==> src/rtl/lim_cnt_chain.sv <==
// ---------------------------------------------------------------------------
// lim_cnt_chain
//   Cascade of DIGITS modulo-limited digit counters for the stopwatch time
//   base (default limits 6/10/6/10 give mm:ss). Digit 0 is least significant.
//   Each digit i counts 0..LIMITS[8*i+7:8*i]-1. The counter can count up or
//   down, load in parallel and clear synchronously, and it reports terminal
//   count and wrap.
//
//   Optional build macro LIM_CNT_SAT_EN selects saturating mode. A tick that
//   would carry or borrow out of the top digit leaves count unchanged and
//   sets the sticky sat output. Reset, clr and load clear sat. The sat port
//   exists only when the macro is defined.
//
// Ports
//   clk       in   rising-edge clock
//   rst_n     in   asynchronous reset, active low
//   tick      in   count enable; one step per cycle while high
//   up_dn     in   1 = count up, 0 = count down
//   clr       in   synchronous clear (priority over load and tick)
//   load      in   synchronous parallel load (priority over tick)
//   load_val  in   packed digits to load, digit i at [W*i +: W]
//   count     out  registered counter value, same packing as load_val
//   tc        out  terminal count from current count and up_dn
//                  (up: every digit at limit-1, down: every digit zero)
//   wrap      out  one-cycle pulse aligned with a wrapped count
//   sat       out  sticky saturation flag (LIM_CNT_SAT_EN only)
// ---------------------------------------------------------------------------
module lim_cnt_chain #(
    parameter int                  DIGITS = 4,
    parameter int                  W      = 4,
    parameter logic [8*DIGITS-1:0] LIMITS = 32'h060A_060A
) (
    input  logic                  clk,
    input  logic                  rst_n,
    input  logic                  tick,
    input  logic                  up_dn,
    input  logic                  clr,
    input  logic                  load,
    input  logic [DIGITS*W-1:0]   load_val,
    output logic [DIGITS*W-1:0]   count,
    output logic                  tc,
    output logic                  wrap
`ifdef LIM_CNT_SAT_EN
    ,
    output logic                  sat
`endif
);

    // Limit of digit i, widened by one bit so that a limit of 2**W fits.
    function automatic logic [W:0] lim_of(input int i);
        return (W+1)'(LIMITS[8*i +: 8]);
    endfunction

    // One up-counting digit. Returns {carry_out, next_digit}.
    // An out-of-range digit always wraps to 0 and carries, whatever the
    // carry-in is, so invalid loaded values clear on the first tick.
    function automatic logic [W:0] dig_inc(input logic [W-1:0] d,
                                           input logic         c,
                                           input logic [W:0]   lim);
        logic [W:0] dx;
        logic [W:0] sum;
        dx  = {1'b0, d};
        sum = dx + (W+1)'(c);
        if (dx >= lim)
            return {1'b1, {W{1'b0}}};
        else if (sum == lim)
            return {1'b1, {W{1'b0}}};
        else
            return {1'b0, W'(sum)};
    endfunction

    // One down-counting digit. Returns {borrow_out, next_digit}.
    // An out-of-range digit always becomes limit-1 and borrows.
    function automatic logic [W:0] dig_dec(input logic [W-1:0] d,
                                           input logic         b,
                                           input logic [W:0]   lim);
        logic [W:0] dx;
        dx = {1'b0, d};
        if (dx >= lim)
            return {1'b1, W'(lim - (W+1)'(1))};
        else if ((d == '0) && b)
            return {1'b1, W'(lim - (W+1)'(1))};
        else
            return {1'b0, d - W'(b)};
    endfunction

    logic [DIGITS*W-1:0] cnt_p1;
    logic                wrap_p1;
    logic [DIGITS*W-1:0] nxt_p0;
    logic                top_out_p0;

    // ---- stage p0: combinational carry/borrow ripple across the digits ----
    always_comb begin
        logic       c;
        logic [W:0] r;
        c      = 1'b1;
        r      = '0;
        nxt_p0 = '0;
        for (int i = 0; i < DIGITS; i++) begin
            if (up_dn)
                r = dig_inc(cnt_p1[W*i +: W], c, lim_of(i));
            else
                r = dig_dec(cnt_p1[W*i +: W], c, lim_of(i));
            nxt_p0[W*i +: W] = r[W-1:0];
            c                = r[W];
        end
        top_out_p0 = c;
    end

    // Terminal count looks only at the registered value and the direction.
    always_comb begin
        logic all_top;
        all_top = 1'b1;
        for (int i = 0; i < DIGITS; i++) begin
            if ({1'b0, cnt_p1[W*i +: W]} != lim_of(i) - (W+1)'(1))
                all_top = 1'b0;
        end
        tc = up_dn ? all_top : (cnt_p1 == '0);
    end

    // ---- stage p1: registered count, wrap pulse (and sticky sat) ----
`ifdef LIM_CNT_SAT_EN
    logic sat_p1;

    always_ff @(posedge clk or negedge rst_n) begin
        if (!rst_n) begin
            cnt_p1  <= '0;
            wrap_p1 <= 1'b0;
            sat_p1  <= 1'b0;
        end else if (clr) begin
            cnt_p1  <= '0;
            wrap_p1 <= 1'b0;
            sat_p1  <= 1'b0;
        end else if (load) begin
            cnt_p1  <= load_val;
            wrap_p1 <= 1'b0;
            sat_p1  <= 1'b0;
        end else if (tick) begin
            // A step that would leave the top digit is refused outright.
            if (top_out_p0) begin
                sat_p1 <= 1'b1;
            end else begin
                cnt_p1 <= nxt_p0;
            end
            wrap_p1 <= 1'b0;
        end else begin
            wrap_p1 <= 1'b0;
        end
    end

    assign sat = sat_p1;
`else
    always_ff @(posedge clk or negedge rst_n) begin
        if (!rst_n) begin
            cnt_p1  <= '0;
            wrap_p1 <= 1'b0;
        end else if (clr) begin
            cnt_p1  <= '0;
            wrap_p1 <= 1'b0;
        end else if (load) begin
            cnt_p1  <= load_val;
            wrap_p1 <= 1'b0;
        end else if (tick) begin
            cnt_p1  <= nxt_p0;
            wrap_p1 <= top_out_p0;
        end else begin
            wrap_p1 <= 1'b0;
        end
    end
`endif

    assign count = cnt_p1;
    assign wrap  = wrap_p1;

endmodule

==> config.mk <==
export PLATFORM = sky130hd
export DESIGN_NAME = lim_cnt_chain
export DESIGN_NICKNAME = d
export VERILOG_FILES = /design/src/rtl/lim_cnt_chain.sv
export SDC_FILE = /design/constraint.sdc
export NUM_CORES = 1
export LEC_CHECK = 0
export CAP_MARGIN = 20
export CORE_MARGIN = 2
export CORE_UTILIZATION = 45
export CTS_CLUSTER_DIAMETER = 40
export DETAILED_ROUTE_END_ITERATION = 8
export GPL_ROUTABILITY_DRIVEN = 1
export HOLD_SLACK_MARGIN = 0.02
export PLACE_DENSITY = 0.72
export SLEW_MARGIN = 10
export SYNTH_ARGS = -nofsm -noshare
export SYNTH_HDL_FRONTEND = slang
export SYNTH_SLANG_ARGS = --single-unit
==> constraint.sdc <==
create_clock -name clk -period 5.45 [get_ports clk]
set_input_delay 1.09 -clock clk [delete_from_list [all_inputs] [get_ports clk]]
set_output_delay 1.09 -clock clk [all_outputs]
set_load 0.02 [all_outputs]
Yosys cells after proc, flatten, opt, wreduce, memory -nomap -nowiden
Index checks and enable logic that the tools add are counted.
{ "totals": {"reg_bits": 17, "input_bits": 22, "out_inout_bits": 18, "wordCells": 62} }
{ "classes": {"n_addsub": 8, "n_lt_le_gt_ge": 4, "eq_ne": 8, "n_mux": 31, "n_reduce_logical": 9} }
{ "ops": {"columns": ["op", "count"], "rows": [
  ["2-to-1 mux 5 bit", 20],
  ["2-to-1 mux 16 bit", 3],
  ["zero test 16 bit", 1],
  ["zero test 4 bit", 4],
  ["adder 4 x 1 -> 5 bit", 3],
  ["subtractor 4 x 1 -> 4 bit", 3],
  ["equality test 5 x 3 -> 1 bit, second input constant", 2],
  ["equality test 5 x 4 -> 1 bit, second input constant", 2],
  [">= comparator 4 x 3 -> 1 bit, second input constant", 2],
  [">= comparator 4 bit, second input constant", 2],
  ["2-to-1 mux 1 bit", 8],
  ["inequality test 4 x 3 -> 1 bit, second input constant", 2],
  ["inequality test 4 bit, second input constant", 2],
  ["adder 4 x 1 -> 5 bit, second input constant", 1],
  ["subtractor 4 x 1 -> 4 bit, second input constant", 1],
  ["logical AND 1 bit", 3],
  ["nonzero test 3 bit", 1]
]} }

Longest topological paths before layout
{ "logic_depth": {"word_depth": 23, "mapped_depth": 23, "depth_no_buf": 23} }

Least setup slack after synthesis
No wires, ideal clock.
{ "synth_path": {"kind": "input -> register", "from": "input up_dn", "to": "register cnt_p1[14] (netlist: count[14])", "setup_time_ns": 0.121, "arrival_time_ns": 4.680, "required_ns": 5.329, "path_slack_ns": 0.649, "path_stages": 21, "path_buffers": 1, "cell_sequence": "buf_2 or3b_1 a21oi_1 nor2_1 inv_1 ha_1 ha_1 xor2_1 a41oi_1 o21ai_1 ha_1 ha_1 nand4_1 o21ai_0 a41oi_1 nand2_1 ha_1 ha_1 xor2_1 or3_1 o22a_1"} }
{ "synth_between": {"elab_chain_len": 19, "word_cells_on_any_way": 29, "cone_classes": "add/sub (4); eq/ne (3); mux (19); reduce/logical (3)"} }
{ "synth_lines": {"columns": ["element", "line_no", "rtl"], "rows": [
  ["from (decl)", "36", "input logic up_dn,"],
  ["2-to-1 mux 5 bit", "100", "if (up_dn)"],
  ["adder 4 x 1 -> 5 bit", "63", "sum = dx + (W+1)'(c);"],
  ["equality test 5 x 3 -> 1 bit", "66", "else if (sum == lim)"],
  ["2-to-1 mux 5 bit", "66", null],
  ["2-to-1 mux 5 bit", "64", "if (dx >= lim)"],
  ["2-to-1 mux 5 bit", "100", null],
  ["adder 4 x 1 -> 5 bit", "63", null],
  ["equality test 5 x 4 -> 1 bit", "66", null],
  ["[... 3 more ...]", null, null],
  ["adder 4 x 1 -> 5 bit", "63", null],
  ["equality test 5 x 3 -> 1 bit", "66", null],
  ["2-to-1 mux 5 bit", "66", null],
  ["2-to-1 mux 5 bit", "64", null],
  ["2-to-1 mux 5 bit *", "100", null],
  ["2-to-1 mux 16 bit *", "163", "end else if (tick) begin"],
  ["2-to-1 mux 16 bit *", "160", "end else if (load) begin"],
  ["2-to-1 mux 16 bit *", "157", "end else if (clr) begin"],
  ["to (signal assigned)", "161", "cnt_p1 <= load_val;"],
  ["to (signal assigned)", "164", "cnt_p1 <= nxt_p0;"],
  ["to (decl)", "87", "logic [DIGITS*W-1:0] cnt_p1;"]
]} }
Every way passes the cells marked *; elsewhere a longest branch is shown, timed or not. The select of a mux whose other input is x is not followed.
A chain may end at the register's enable or synchronous reset.

Final worst setup path
Ends and elaborated chain as after synthesis.

==> qor.csv <==
stage,metric,value,unit
run_status,outcome,completed,
yosys,netlist.area_leader.share,22.9,%
worst_setup_path,critical_path.endpoint_type,flip-flop,
clock_tree,root_buffer,clkbuf_8,
clock_tree,clock_latency,0.26,ns
worst_setup_path,slowest_delay,0.52,ns
timing,holdWs,0.749,ns
floorplan,rows,23,
clock_tree,cts_tree,yes,
global_route,grt_usage,24.4,%
floorplan,die_h,68.2,um
placed_design,dp.cells,316,
final_layout,stdcell_count,320,
worst_setup_path,cp_slowest_cell,clkdlybuf4s50_1,
pwr,ir_drop,0.180,mV
global_route,antenna_found_initial,0,
placed_design,placed_area,2280,um^2
yosys,synth_warnings,0,
worst_setup_path,cp-start-kind,input port,
clock_tree,clk_pin_slew,0.08,ns
worst_setup_path,worstPathMaxFanout,5,
floorplan,initial_core_util,46.8,%
yosys,synth_area_leaders,"dfrtp_1 23%, ha_1 12%, a21oi_1 7.0%, nor3_1 5.1%, nor2_1 4.2%",
pwr,total_leakage_power,0.000975,uW
floorplan,ioPinCount,40,
timing,setup-violations-final,0,
clock_tree,cts_buffers,3,
floorplan,core,3970,um^2
global_route,grt_pass1_vias,1674,
clock_tree,clk_path_buf_depth,2,
yosys,ys_ff_latch,17,
yosys,synthesis.area,1860,um^2
hold_path,hold_path_class,reg -> reg,
yosys,post_synth_num_cell_types,59,
yosys,synthArstFlopShare,100,%
timing,rsz0062_at_grt,false,
timing,fin_skew,0.00521,ns
yosys,syn_nets,278,
placed_design,place.gp.congestion,0.902,
timing,setup_tns,0,ns
timing,finalHoldViolations,0,
final_layout,nets,311,
final_layout,stdcell_area,2340,um^2
final_layout,area_growth,26.1,%
worst_setup_path,worst_ep_arrival_time,5.29,ns
clock_tree,htreeDepth,1,
final_layout,diodes,0,
route,vias_per_cell,5.98,
job,drv_cap,0,
timing,worst_pin_slew,0.837,ns
route,vias,1913,
route,post-route-drc-count,0,
timing,min_period,5.09,ns
yosys,seq_area_frac_synth,22.9,%
timing,finalMaxSlewViolations,0,
global_route,grt_overflow,0,
worst_setup_path,cp.required,5.65,ns
timing,period_share,93.3,%
route,ant_nets,0,
placed_design,portBuffers,39,
clock_tree,numClockSinks,17,
yosys,synthCells,238,
timing,fmax,197,MHz
worst_setup_path,path_cells,clkdlybuf4s50_1 > inv_1 > o41ai_2 > nor2_1 > inv_1 > ha_1 > ha_1 > xor2_1 > a41oi_1 > o21ai_2 > ha_2 > ha_1 > nand2b_1 > o21ai_0 > a41oi_2 > nand2_1 > ha_1 > ha_1 > a21oi_1 > o21ai_0 > a21oi_1 > o22a_1,
yosys,avgSynthCellArea,7.80,um^2
final_layout,layout-drive-gt1-share,7.41,%
route,first_iter_violations,80,
yosys,synth_top_flop_cell,dfrtp_1,
global_route,grt_first_pass_wirelength,8470,um
worst_setup_path,path_class,in -> reg,
placed_design,hpwl,3720,um
yosys,synth_top_area_cell,dfrtp_1,
pwr,powerDensity,193,nW/um^2
route,wl_per_cell,16.4,um
yosys,synth_edf_count,0,
floorplan,dieArea,4660,um^2
route,drt_pass1_iterations,4,
final_layout,fin_util,59.0,%
worst_setup_path,cp_common_cell,ha_1,
global_route,grt_max_degree,33,
timing,relSlewSlack,44.1,%
route,drt_wl_total,5240,um
floorplan,fp.dieW,68.2,um
==> power breakdown <==
part / total [uW] / switching [uW] / internal (uW)
clock network: 101 / 49.7 / 50.9
registers: 159 / 24.3 / 135
logic: 191 / 103 / 88.1
total: 451 / 177 / 274
==> worst paths after layout <==
| check | cells after the start | from | slack (ns) | to |
|---|---|---|---|---|
| min in group asynchronous | 1 | rst_n | 1.31 | wrap |
| worst min register to register | 2 | count[7] | 0.75 | count[7] |
| worst max register to register | 23 | count[0] | 0.66 | count[14] |
| max in group asynchronous | 1 | rst_n | 3.63 | count[14] |
| worst max-delay path | 22 | up_dn | 0.36 | count[14] |
| worst min-delay path | 2 | count[7] | 0.75 | count[7] |
==> cell type report <==
cell class / count / area (um^2)
Fill cell: 381 / 1630
Multi-Input combinational cell: 189 / 1320
Timing Repair Buffer: 45 / 435
Sequential cell: 17 / 425
Tap cell: 50 / 62.6
Inverter: 15 / 56.3
Clock buffer: 3 / 41.3
Clock inverter: 1 / 5.00
==> layout by cell type (no fill, tap or decap), types with 2 or more instances in the layout <==
cell / n
clkdlybuf4s50_1: 39
a21oi_1: 26
nor2_1: 21
nor3_1: 19
ha_1: 17
dfrtp_1: 17
inv_1: 14
nand2_1: 11
o21ai_0: 9
buf_4: 6
nand3_1: 4
nor4_1: 4
a21o_1: 4
o211ai_1: 4
o21a_1: 4
nor2b_1: 4
a221oi_1: 4
nor3b_1: 4
mux2i_1: 4
xor2_1: 3
nand2b_1: 3
nand4_1: 3
clkbuf_8: 3
nand4b_1: 2
o21ai_2: 2
a221o_1: 2
o22ai_1: 2
o32ai_1: 2
==> logic make-up after synthesis <==
kind of cell	after synthesis	synth area share, %
xor+xnor	4	1.89
buf+inv	32	6.94
simple gates	81	22.4
fa+ha+maj	18	12.1
flops	17	22.9
mux	5	2.76
compound gates	81	30.9
==> flip-flops by register name, summed over array words and instances (netlist names) <==
register and flops:
count 16, wrap 1
==> worst max-delay path: cells and delay by family <==
| family | cells | cell delay [ns] |
|---|---|---|
| AOI/OAI and AO/OA | 9 | 1.57 |
| xor gates and xnor gates | 1 | 0.17 |
| adders and majority gates | 6 | 1.32 |
| buffers and inverters | 3 | 0.73 |
| and+or+nand+nor | 3 | 0.39 |
==> repair_timing <==
item	CTS	global route
resized for setup	0	3
hold buffers	0	0
setup buffers	0	0
setup endpoints to repair	0	3
==> synth_stat cells, types with 4 or more instances <==
library cell and n:
a21o_1 4, a21oi_1 26, a221oi_1 4, clkbuf_1 14, dfrtp_1 17, ha_1 18
inv_1 14, mux2i_1 4, nand2_1 11, nand3_1 4, nor2_1 21, nor2b_1 4
nor3_1 19, nor3b_1 4, nor4_1 4, o211ai_1 4, o21a_1 4, o21ai_0 9
==> metal layers <==
metal  GRT usage (%)  part of all wire (%)  up-vias
met3            4.11                   6.8        2
li1                -                     -      959
met2            37.6                    45       62
met1            35.8                    47      890
met5               0                     0        -
met4            4.50                  0.52        0
==> metrics by stage <==
stage | power (uW) | setup slack (ns)
4_1_cts | 451 | 0.289
6_report | 451 | 0.365
3_3_place_gp | 347 | 0.213
5_1_grt | 484 | 0.0135
2_1_floorplan | 281 | 0.649
3_5_place_dp | 348 | 0.0399
(Power assumes the default switching activity.)
